[src/rtl/mac_pkg.sv]
// Shared definitions for the MAC array and its result drain.
package mac_pkg;

  // Default widths, shared with the MAC array so both sides agree.
  localparam int unsigned DEF_NUM_LANES    = 16;
  localparam int unsigned DEF_OUTPUT_WIDTH = 16;
  localparam int unsigned DEF_ADDR_WIDTH   = 16;

  // Widest result the relu helper handles; callers sign-extend into it.
  localparam int unsigned RELU_MAX_W = 64;

  typedef enum logic {
    IDLE,
    DRAIN
  } drain_state_e;

  // Clamp a signed value to zero when negative.
  function automatic logic signed [RELU_MAX_W-1:0] relu(
    input logic signed [RELU_MAX_W-1:0] v
  );
    return v[RELU_MAX_W-1] ? '0 : v;
  endfunction

endpackage

[src/rtl/mac_result_drain.sv]
// Snapshots all MAC lane results in one cycle and streams them out one lane
// per beat with a write-back address and optional ReLU.
module mac_result_drain
  import mac_pkg::*;
#(
  parameter int unsigned NUM_LANES      = DEF_NUM_LANES,
  parameter int unsigned OUTPUT_WIDTH   = DEF_OUTPUT_WIDTH,
  parameter int unsigned ADDR_WIDTH     = DEF_ADDR_WIDTH,
  parameter int unsigned LANE_IDX_WIDTH = $clog2(NUM_LANES + 1)
) (
  input  logic                              clk,
  input  logic                              arst_n_in,
  input  logic                              capture_valid,
  output logic                              capture_ready,
  input  logic [NUM_LANES*OUTPUT_WIDTH-1:0] mac_results,
  input  logic [ADDR_WIDTH-1:0]             base_addr,
  input  logic [LANE_IDX_WIDTH-1:0]         lane_count,
  input  logic                              relu_en,
  output logic                              out_valid,
  input  logic                              out_ready,
  output logic [OUTPUT_WIDTH-1:0]           out_data,
  output logic [ADDR_WIDTH-1:0]             out_addr,
  output logic                              out_last,
  output logic                              drain_done
);

  drain_state_e                   state_q, state_d;
  logic [LANE_IDX_WIDTH-1:0]      idx_q, idx_d;
  logic [LANE_IDX_WIDTH-1:0]      cnt_q, cnt_d;
  logic [ADDR_WIDTH-1:0]          base_q, base_d;
  logic                           relu_q, relu_d;
  logic                           done_q, done_d;
  logic signed [OUTPUT_WIDTH-1:0] bank_q [NUM_LANES];
  logic signed [OUTPUT_WIDTH-1:0] bank_d [NUM_LANES];

  logic [LANE_IDX_WIDTH-1:0]      eff_count;
  logic [LANE_IDX_WIDTH-1:0]      last_idx;
  logic                           is_last;
  logic                           beat_fire;
  logic                           cap_fire;
  logic signed [OUTPUT_WIDTH-1:0] lane_val;

  assign out_valid     = (state_q == DRAIN);
  assign last_idx      = cnt_q - LANE_IDX_WIDTH'(1);
  assign is_last       = out_valid && (idx_q == last_idx);
  assign out_last      = is_last;
  assign beat_fire     = out_valid && out_ready;
  // Ready also on the accepted last beat so snapshots can chain without a bubble.
  assign capture_ready = (state_q == IDLE) || (beat_fire && is_last);
  assign cap_fire      = capture_valid && capture_ready;
  assign out_addr      = base_q + ADDR_WIDTH'(idx_q);
  assign drain_done    = done_q;

  // Zero or out-of-range lane counts mean "all lanes".
  always_comb begin
    eff_count = lane_count;
    if (lane_count == '0 || lane_count > LANE_IDX_WIDTH'(NUM_LANES)) begin
      eff_count = LANE_IDX_WIDTH'(NUM_LANES);
    end
  end

  // Select the current lane from the bank and apply the optional ReLU.
  always_comb begin
    lane_val = '0;
    for (int unsigned i = 0; i < NUM_LANES; i++) begin
      if (idx_q == LANE_IDX_WIDTH'(i)) lane_val = bank_q[i];
    end
    out_data = relu_q ? OUTPUT_WIDTH'(relu(RELU_MAX_W'(lane_val))) : lane_val;
  end

  // Next-state: beat advance first, then a capture overrides (back-to-back reload).
  always_comb begin
    state_d = state_q;
    idx_d   = idx_q;
    cnt_d   = cnt_q;
    base_d  = base_q;
    relu_d  = relu_q;
    bank_d  = bank_q;
    done_d  = beat_fire && is_last;
    if (beat_fire) begin
      if (is_last) state_d = IDLE;
      else         idx_d   = idx_q + LANE_IDX_WIDTH'(1);
    end
    if (cap_fire) begin
      state_d = DRAIN;
      idx_d   = '0;
      cnt_d   = eff_count;
      base_d  = base_addr;
      relu_d  = relu_en;
      for (int unsigned i = 0; i < NUM_LANES; i++) begin
        bank_d[i] = mac_results[i*OUTPUT_WIDTH +: OUTPUT_WIDTH];
      end
    end
  end

  // State, bank and capture registers.
  always_ff @(posedge clk or negedge arst_n_in) begin
    if (!arst_n_in) begin
      state_q <= IDLE;
      idx_q   <= '0;
      cnt_q   <= '0;
      base_q  <= '0;
      relu_q  <= 1'b0;
      done_q  <= 1'b0;
      bank_q  <= '{default: '0};
    end else begin
      state_q <= state_d;
      idx_q   <= idx_d;
      cnt_q   <= cnt_d;
      base_q  <= base_d;
      relu_q  <= relu_d;
      done_q  <= done_d;
      bank_q  <= bank_d;
    end
  end

endmodule
[config.mk]
export PLATFORM = sky130hd
export DESIGN_NAME = mac_result_drain
export DESIGN_NICKNAME = d
export VERILOG_FILES = /design/src/rtl/mac_pkg.sv /design/src/rtl/mac_result_drain.sv
export SDC_FILE = /design/constraint.sdc
export NUM_CORES = 1
export LEC_CHECK = 0
export ABC_AREA = 1
export CORE_AREA = 2 2 181 183
export CTS_BUF_LIST = sky130_fd_sc_hd__clkbuf_8 sky130_fd_sc_hd__clkbuf_16
export DETAILED_ROUTE_END_ITERATION = 12
export DIE_AREA = 0 0 183 185
export HOLD_SLACK_MARGIN = 0.08
export PLACE_DENSITY = 0.85
export SLEW_MARGIN = 15
export SYNTH_ARGS = -nofsm -noshare
export SYNTH_HDL_FRONTEND = slang
export SYNTH_SLANG_ARGS = --single-unit
[constraint.sdc]
create_clock -name clk -period 2.8 [get_ports clk]
set_clock_uncertainty 0.2 [all_clocks]
set_input_delay 0.56 -clock clk [delete_from_list [all_inputs] [get_ports clk]]
set_output_delay 0.56 -clock clk [all_outputs]
set_load 0.005 [all_outputs]
== Word-level counts from Yosys, hierarchy flattened ==
Cells that the tools add are included.

* Input bits: 282
* Output and inout bits: 36
* Register bits after elaboration: 285
* Word-level logic and storage cells: 81

* Eq/ne operators: 17
* Bitwise operators: 1
* Reduce and logical (&&, ||, !) cells: 12
* Muxes and demuxes: 25
* Add/sub/neg operators: 3
* Order comparisons: 1

{| class="wikitable"
|+ Operators by type and width
! operator !! number
|-
| 16-bit 2-to-1 mux || 17
|-
| 5-bit by 4-bit equality test with 1-bit output, second input constant || 8
|-
| 5-bit by 3-bit equality test with 1-bit output, second input constant || 4
|-
| 5-bit 2-to-1 mux || 4
|-
| 16-bit by 5-bit adder with 16-bit output || 1
|-
| 15-bit 2-to-1 mux || 1
|-
| 5-bit by 2-bit equality test with 1-bit output, second input constant || 2
|-
| 5-bit zero test || 2
|-
| 5-bit by 1-bit adder with 5-bit output, second input constant || 1
|-
| 5-bit by 1-bit equality test with 1-bit output, second input constant || 1
|-
| 5-bit equality test || 1
|-
| 5-bit > comparator, second input constant || 1
|-
| 5-bit by 1-bit subtractor with 5-bit output, second input constant || 1
|-
| 1-bit logical AND || 4
|-
| 2-bit AND reduction || 2
|-
| 2-bit nonzero test || 2
|-
| 1-bit 2-to-1 mux || 3
|-
| 1-bit logical OR || 2
|-
| 2-bit by 1-bit inequality test with 1-bit output, second input constant || 1
|-
| 1-bit NOT || 1
|}

== Depth between registers and ports, before layout ==
Gate-level depths: netlist of the first run.

* Depth after elaboration: 19
* Gate-level depth with buffers: 24
* Mapped depth without buffers: 23

== Worst setup path after synthesis of the first run ==
Ideal clock, no wire load.

* Kind: reg2out
* From: register idx_q[1]
* To: output out_data[11]
* Path buffers: 1
* Data arrival time: 2213 ps
* Required time: 2040 ps
* Stages on the path, launching flop included: 22
* Setup slack: -173 ps
* Cells stage by stage: dfrtp_1 -> inv_1 -> ha_1 -> nand2_2 -> nor2_1 -> buf_2 -> nand2_1 -> nand3_1 -> nand3_1 -> nand3_1 -> nand2_1 -> nand2_1 -> nand2_1 -> nand2_1 -> nand2_1 -> nand2_1 -> nand2_1 -> nand4_1 -> nand3_1 -> nand2_1 -> o21ai_0 -> a21oi_2

* Longest elaborated chain between the ends: 19
* Elaborated cells on any way between the ends: 34
* Those cells by class: eq/ne: 15; mux: 18; reduce/logical: 1

{| class="wikitable"
|+ Ends and longest elaborated chain
! item !! RTL line !! text
|-
| start: declaration || mac_result_drain.sv:28 || <nowiki>logic [LANE_IDX_WIDTH-1:0] idx_q, idx_d;</nowiki>
|-
| start signal: assignment || mac_result_drain.sv:108 || <nowiki>idx_q <= idx_d;</nowiki>
|-
| 5-bit zero test || mac_result_drain.sv:66 || <nowiki>if (idx_q == LANE_IDX_WIDTH'(i)) lane_val = bank_q[i];</nowiki>
|-
| 16-bit 2-to-1 mux (15 in series) || mac_result_drain.sv:66 ||
|-
| 16-bit 2-to-1 mux (*) || mac_result_drain.sv:66 ||
|-
| 15-bit 2-to-1 mux || mac_pkg.sv:21 || <nowiki>return v[RELU_MAX_W-1] ? '0 : v;</nowiki>
|-
| 16-bit 2-to-1 mux (*) || mac_result_drain.sv:68 || <nowiki>out_data = relu_q ? OUTPUT_WIDTH'(relu(RELU_MAX_W'(lane_val))) : lane_val;</nowiki>
|-
| end: declaration || mac_result_drain.sv:21 || <nowiki>output logic [OUTPUT_WIDTH-1:0] out_data,</nowiki>
|}

Mark *: on every way between the ends. The rest lies on a longest branch, timed or not.

== Final worst setup path of the first run ==
* From: register idx_q[0]
* To: output out_data[9]

The elaborated chain is that of the path after synthesis.

==> results of run 1 <==
[final timing paths]
kind	from	cells after the start	to
worst min-delay path	bank_q[31]	2	bank_q[31]
worst max-delay path	idx_q[0]	23	out_data[9]
worst min register to register	bank_q[31]	2	bank_q[31]
max in group asynchronous	arst_n_in	4	bank_q[196]
min in group asynchronous	arst_n_in	2	bank_q[240]
worst max register to register	idx_q[1]	14	bank_q[199]
[logic make-up after synthesis]
kind of cell | after synthesis | share of synthesized area
AND/OR/NAND/NOR | 1364 | 0.369
flip-flops | 285 | 0.481
buffers and inverters | 252 | 0.0903
AO/OA/AOI/OAI | 103 | 0.0388
XOR/XNOR | 17 | 0.0100
adder cells (fa/ha/maj) | 13 | 0.0115
[layout make-up]
class                           count  area (µm²)
Inverter                          155         613
Multi-Input combinational cell   1498        7110
Timing Repair Buffer              477        4840
Antenna cell                        5        12.5
Timing Repair inverter              2        22.5
Sequential cell                   285        7130
Fill cell                        2499       10800
Clock buffer                       35         808
Tap cell                          408         510
Clock inverter                     17         170
[registers in the layout (all words and copies together), names as in the netlist]
signal / flops
bank_q: 256
base_q: 16
cnt_q: 5
drain_done: 1
idx_q: 5
out_valid: 1
relu_q: 1
[layer usage]
metal | part of all wire | vias to the layer above | GRT usage
met2 | 0.46 | 869 | 0.469
met4 | 0.053 | 2 | 0.133
li1 | - | 6997 | -
met1 | 0.40 | 7072 | 0.384
met3 | 0.087 | 201 | 0.0442
met5 | 0.00011 | - | 0
[what timing repair did]
item                                    in CTS  in global routing
hold buffers                                 1                  0
resized for setup                          251                 98
gates cloned                                 5                 14
endpoints found under the setup margin     299                313
pin swaps                                   62                 48
hold endpoints to repair                    67                  0
setup buffers                               24                 14
[worst register-to-register path: stages (launching register included)]
cell and delay [ns]:
dfrtp_2 0.48, buf_4 0.16, buf_6 0.12, a21boi_2 0.13
o221ai_2 0.10, a211oi_2 0.19, nand2_1 0.09, buf_4 0.15
o21ai_4 0.13, buf_6 0.14, nand2_8 0.14, buf_12 0.21
buf_12 0.18, nand2_1 0.11, nand2_1 0.07
[power breakdown]
part | internal [mW] | leakage, nW | switching [mW] | total [mW]
combinational | 5.32 | 6.99 | 7.01 | 12.3
sequential | 6.01 | 3.58 | 1.42 | 7.43
clock | 2.32 | 0.493 | 1.70 | 4.02
total | 13.7 | 11.1 | 10.1 | 23.8
[cell usage in the layout (no fill, tap or decap), types with 5 or more instances in the layout]
cell type	instances
a21oi_1	9
a21oi_2	14
buf_12	19
buf_16	6
buf_2	30
buf_4	103
buf_6	20
clkbuf_16	38
clkbuf_8	6
clkdlybuf4s50_1	282
clkinv_2	5
dfrtp_1	284
diode_2	5
ha_4	7
inv_1	135
inv_2	19
nand2_1	1116
nand2_2	47
nand2_4	6
nand3_1	49
nand3_2	52
nand4_1	10
nor2_1	13
nor2_4	11
o21ai_0	59
o21ai_1	9
or2_2	39
xnor2_1	6
xor2_1	6
==> results.py, run 1 <==
metrics = {
    "grt": {
        "grt_pass1_wl_um": 77200,
        "grt_max_degree": 137,
        "grt.total_usage": 0.289,
        "grt_antenna_before_repair": 4,
        "grt-ovfl-total": 0,
        "grt_pass1_vias": 14900,
    },
    "critical_path": {
        "critPathSlowestCell": "dfrtp_1",
        "worstPathRequired_ns": 2.04,
        "r2r_setup_slack_ns": 0.07,
        "path_class": "flop to output pin",
        "worstSetupStartpointType": "flop",
        "crit_path_frequent_cell": "nand2_1",
        "worst-path-buf-inv": 5,
        "cp-end-kind": "output pin",
        "cp.arrival_ns": 3.27,
        "crit_path_cell_trace": "inv_2 -> buf_6 -> ha_4 -> inv_1 -> nor2_4 -> nand2_4 -> buf_12 -> or2_2 -> nand3_1 -> nand2_2 -> nand2_2 -> nand2_1 -> nand2_1 -> nand2_1 -> nand2_2 -> nand3_2 -> nand2_1 -> nand2_1 -> nand2_1 -> nand2_1 -> nand2_1 -> a21oi_2 -> buf_2",
        "cp_slowest_stage_delay_ns": 0.43,
        "critical-path-top-delay-family": "simple AND/OR/NAND/NOR gates",
        "cp_max_fo": 5,
    },
    "cells_and_area": {
        "post-route-util": 0.662,
        "fin_cells": 2882,
        "drive_gt1_frac": 0.191,
        "syn_to_final_growth_pct": 43.0,
        "nets": 2743,
        "stdcell_area_um2": 21200,
    },
    "floorplanning": {
        "initial_core_util": 0.463,
        "rows": 66,
        "die_h_um": 185,
        "ios": 318,
        "die_x_um": 183,
        "core_region_area_um2": 32000,
        "die-area_um2": 33900,
    },
    "sta": {
        "grt_setup_unrepaired": "true",
        "max_slew_margin": 0.401,
        "timing.final.ws_setup_ns": -1.23,
        "finalSetupTns_ns": -29.47,
        "fmax_mhz": 248,
        "setup_viol": 33,
        "fin_crit_ns": 4.03,
        "slew_violations": 0,
        "tightest_slew_ns": 0.899,
        "fin_crit_sh": 1.44,
        "whs_ns": 0.277,
        "final-hold-violation-count": 0,
    },
    "clock_network": {
        "clkTransAtPathRegs_ns": 0.07,
        "root_buffer": "clkbuf_16",
        "h-tree-depth": 1,
        "cts_tree": "done",
        "cts_sinks": 285,
        "cts_buffer_depth": 3,
        "cts_inserted_buffers": 29,
        "clkLatencyLatePin_ns": 0.55,
    },
    "yosys": {
        "ys_seq_area_frac": 0.481,
        "synth_cell_types": 39,
        "avgSynthCellArea_um2": 7.29,
        "yosys-top-cells-count": "1,165 x nand2_1, 285 x dfrtp_1, 143 x inv_1",
        "ys_warn_count": 0,
        "synth_top_area_cell": "dfrtp_1",
        "async_flop_share": 1.00,
        "synth_area_um2": 14800,
        "syn_nets": 2329,
        "synth-edff-count": 0,
        "synthFlopType": "dfrtp_1",
        "yosysMostFrequentCell": "nand2_1",
        "ys_ff_latch": 285,
        "synth_top_area_frac": 0.481,
        "syn_inst": 2034,
        "netlist_top_cells_area": "dfrtp_1 48%, nand2_1 29%, buf_6 3.6%, inv_1 3.6%, nand3_1 3.5%",
    },
    "placement": {
        "placed_cells": 2768,
        "placed_cell_area_um2": 18800,
        "dp_slack_ns": -1.14,
        "dpl.hpwl_um": 33600,
        "gp_congestion": 0.978,
        "io_buffers": 317,
    },
    "pwr": {
        "total_power_mw": 23.8,
        "powerDensity_nw_per_um2": 1120,
        "leakagePower_nw": 11.1,
        "ir_worst_vdd_mv": 0.523,
    },
    "route": {
        "firstDrtPassIters": 7,
        "drc": 0,
        "first_iter_violations": 1503,
        "wire_per_inst_um": 18.5,
        "postRouteAntennaNets": 0,
        "routed_wl_um": 53300,
        "via_per_inst": 5.25,
        "vias": 15100,
    },
    "hold_path": {
        "min_path_type": "flop to flop",
    },
    "status": {
        "violations": "setup timing",
        "status": "complete, but fails checks",
    },
    "flow_run": {
        "drv_cap": 0,
    },
}
Power figures use the tool's default switching activity.
==> run 2, diff against run 1 <==
Settings changed: CORE_AREA 2 2 181 183 to 2 2 166 168, DIE_AREA 0 0 183 185 to 0 0 168 170, PLACE_DENSITY 0.85 to 0.94.
Clock period 2.8 ns to 5.2 ns, I/O delays scaled along.
==> results.py, run 2 (synthesis results as in run 1) <==
metrics = {
    "clock_network": {
        "cts_hold_buf": 0,
        "root_buffer": "clkbuf_16",
        "clkLatencyLatePin_ns": 0.57,
        "cts_buffer_depth": 3,
        "clkTransAtPathRegs_ns": 0.06,
        "cts_sinks": 285,
        "cts_tree": "done",
        "h-tree-depth": 1,
        "cts_inserted_buffers": 30,
    },
    "critical_path": {
        "worstSetupStartpointType": "flop",
        "critPathSlowestCell": "clkdlybuf4s50_1",
        "cp.arrival_ns": 3.79,
        "path_class": "flop to output pin",
        "worstPathRequired_ns": 3.96,
        "crit_path_frequent_cell": "nand2_1",
        "reg2reg_from": "cnt_q[0]",
        "cp_slowest_stage_delay_ns": 0.52,
        "cp-end-kind": "output pin",
        "cp_max_fo": 17,
        "r2r_cells": 12,
        "crit_path_cell_trace": "ha_1 -> inv_1 -> nor2_2 -> inv_1 -> nor2_1 -> buf_4 -> inv_1 -> o21ai_0 -> inv_1 -> nand2_1 -> nand3_1 -> nand2_1 -> nand2_1 -> nand2_1 -> nand2_1 -> nand2_1 -> a21oi_2 -> clkdlybuf4s50_1",
        "startpoint": "idx_q[1]",
    },
    "grt": {
        "grt_max_degree": 207,
        "grt_antenna_before_repair": 1,
        "grt_pass1_vias": 13700,
        "grt-ovfl-total": 0,
        "grt_pass1_wl_um": 70300,
        "grt.total_usage": 0.310,
    },
    "pwr": {
        "leakagePower_nw": 9.90,
        "ir_worst_vdd_mv": 0.303,
        "total_power_mw": 11.3,
        "powerDensity_nw_per_um2": 592,
    },
    "hold_path": {
        "hold_start": "bank_q[21]",
        "min_path_type": "flop to flop",
        "min_path_cells": 2,
    },
    "cells_and_area": {
        "largestRegisters": "bank_q: 256 flops, base_q: 16 flops",
        "final_cell_mix": "1,162 x nand2_1, 316 x clkdlybuf4s50_1, 282 x dfrtp_1, 143 x inv_1, 103 x nand3_1",
        "largest-register": "bank_q",
        "final_common_cell": "nand2_1",
        "drive_gt1_frac": 0.0748,
        "fin_cells": 2681,
        "nets": 2614,
        "syn_to_final_growth_pct": 28.7,
        "largest_reg_flops": 256,
        "post-route-util": 0.716,
    },
    "route": {
        "firstDrtPassIters": 5,
        "drc": 0,
        "postRouteAntennaNets": 0,
        "routed_wl_um": 45500,
        "first_iter_violations": 1523,
        "vias": 14300,
        "wire_per_inst_um": 17.0,
        "via_per_inst": 5.32,
    },
    "sta": {
        "final-hold-violation-count": 0,
        "whs_ns": 0.272,
        "tightest_slew_ns": 0.882,
        "finalSetupTns_ns": 0,
        "max_slew_margin": 0.412,
        "fin_crit_sh": 0.968,
        "slew_violations": 0,
        "fmax_mhz": 199,
        "setup_viol": 0,
        "fin_crit_ns": 5.03,
    },
    "floorplanning": {
        "die_x_um": 168,
        "die_h_um": 170,
        "die-area_um2": 28600,
        "rows": 60,
        "initial_core_util": 0.557,
        "ios": 318,
        "core_region_area_um2": 26700,
    },
    "status": {
        "status": "complete, no violations",
    },
    "placement": {
        "gp_congestion": 0.976,
        "placed_cells": 2614,
        "io_buffers": 317,
        "dpl.hpwl_um": 32000,
    },
    "flow_run": {
        "drv_cap": 0,
    },
}
-- run 2: what timing repair did --
item,CTS,global route
buffers inserted,0,9
resized for setup,5,25
pin swaps,1,5
hold endpoints to repair,0,0
gates cloned,0,5
endpoints found under the setup margin,15,16
-- run 2: final timing paths --
| kind | endpoint | slack, ns |
|---|---|---|
| worst min-delay path | bank_q[21] | 0.27 |
| min in group asynchronous | bank_q[211] | 0.31 |
| worst min register to register | bank_q[21] | 0.27 |
| max in group asynchronous | bank_q[46] | 3.08 |
| worst max register to register | bank_q[207] | 1.42 |
| worst max-delay path | out_data[9] | 0.17 |
-- run 2: stage by stage --
step	area (µm²)	setup slack, ns
6_report	19100	0.167
5_1_grt	19100	-0.0376
4_1_cts	18900	0.0250
3_5_place_dp	17900	0.541
3_3_place_gp	17900	0.616
2_1_floorplan	14800	1.75
-- run 2: worst max-delay path: cells and delay by family, from the launching register on --
kind / cells / cell delay (ns)
AOI/OAI and AO/OA: 2 / 0.29
DFF: 1 / 0.47
adders and majority gates: 1 / 0.23
and+or+nand+nor: 9 / 0.66
buffers and inverters: 6 / 1.57
-- run 2: layout make-up --
class                      count  area (µm²)
inverter                     155         609
clock inverter                16         174
sequential                   285        7140
multi-input combinational   1500        6450
timing repair buffer         345        3450
antenna                        1        2.50
fill                        1990        7560
timing repair inverter         2        12.5
tap                          341         427
clock buffer                  36         833
-- run 2: power by group --
group          switching [mW]  internal (mW)  total [mW]
clock network           0.898           1.28        2.18
logic                    3.05           2.10        5.15
registers               0.733           3.24        3.97
-- run 2: layer usage --
metal,up-vias,routed length [µm],global-route usage
met5,-,0,0
met1,6603,18500,0.421
met2,764,20700,0.491
met4,0,2540,0.166
met3,153,3760,0.0402
li1,6736,-,-
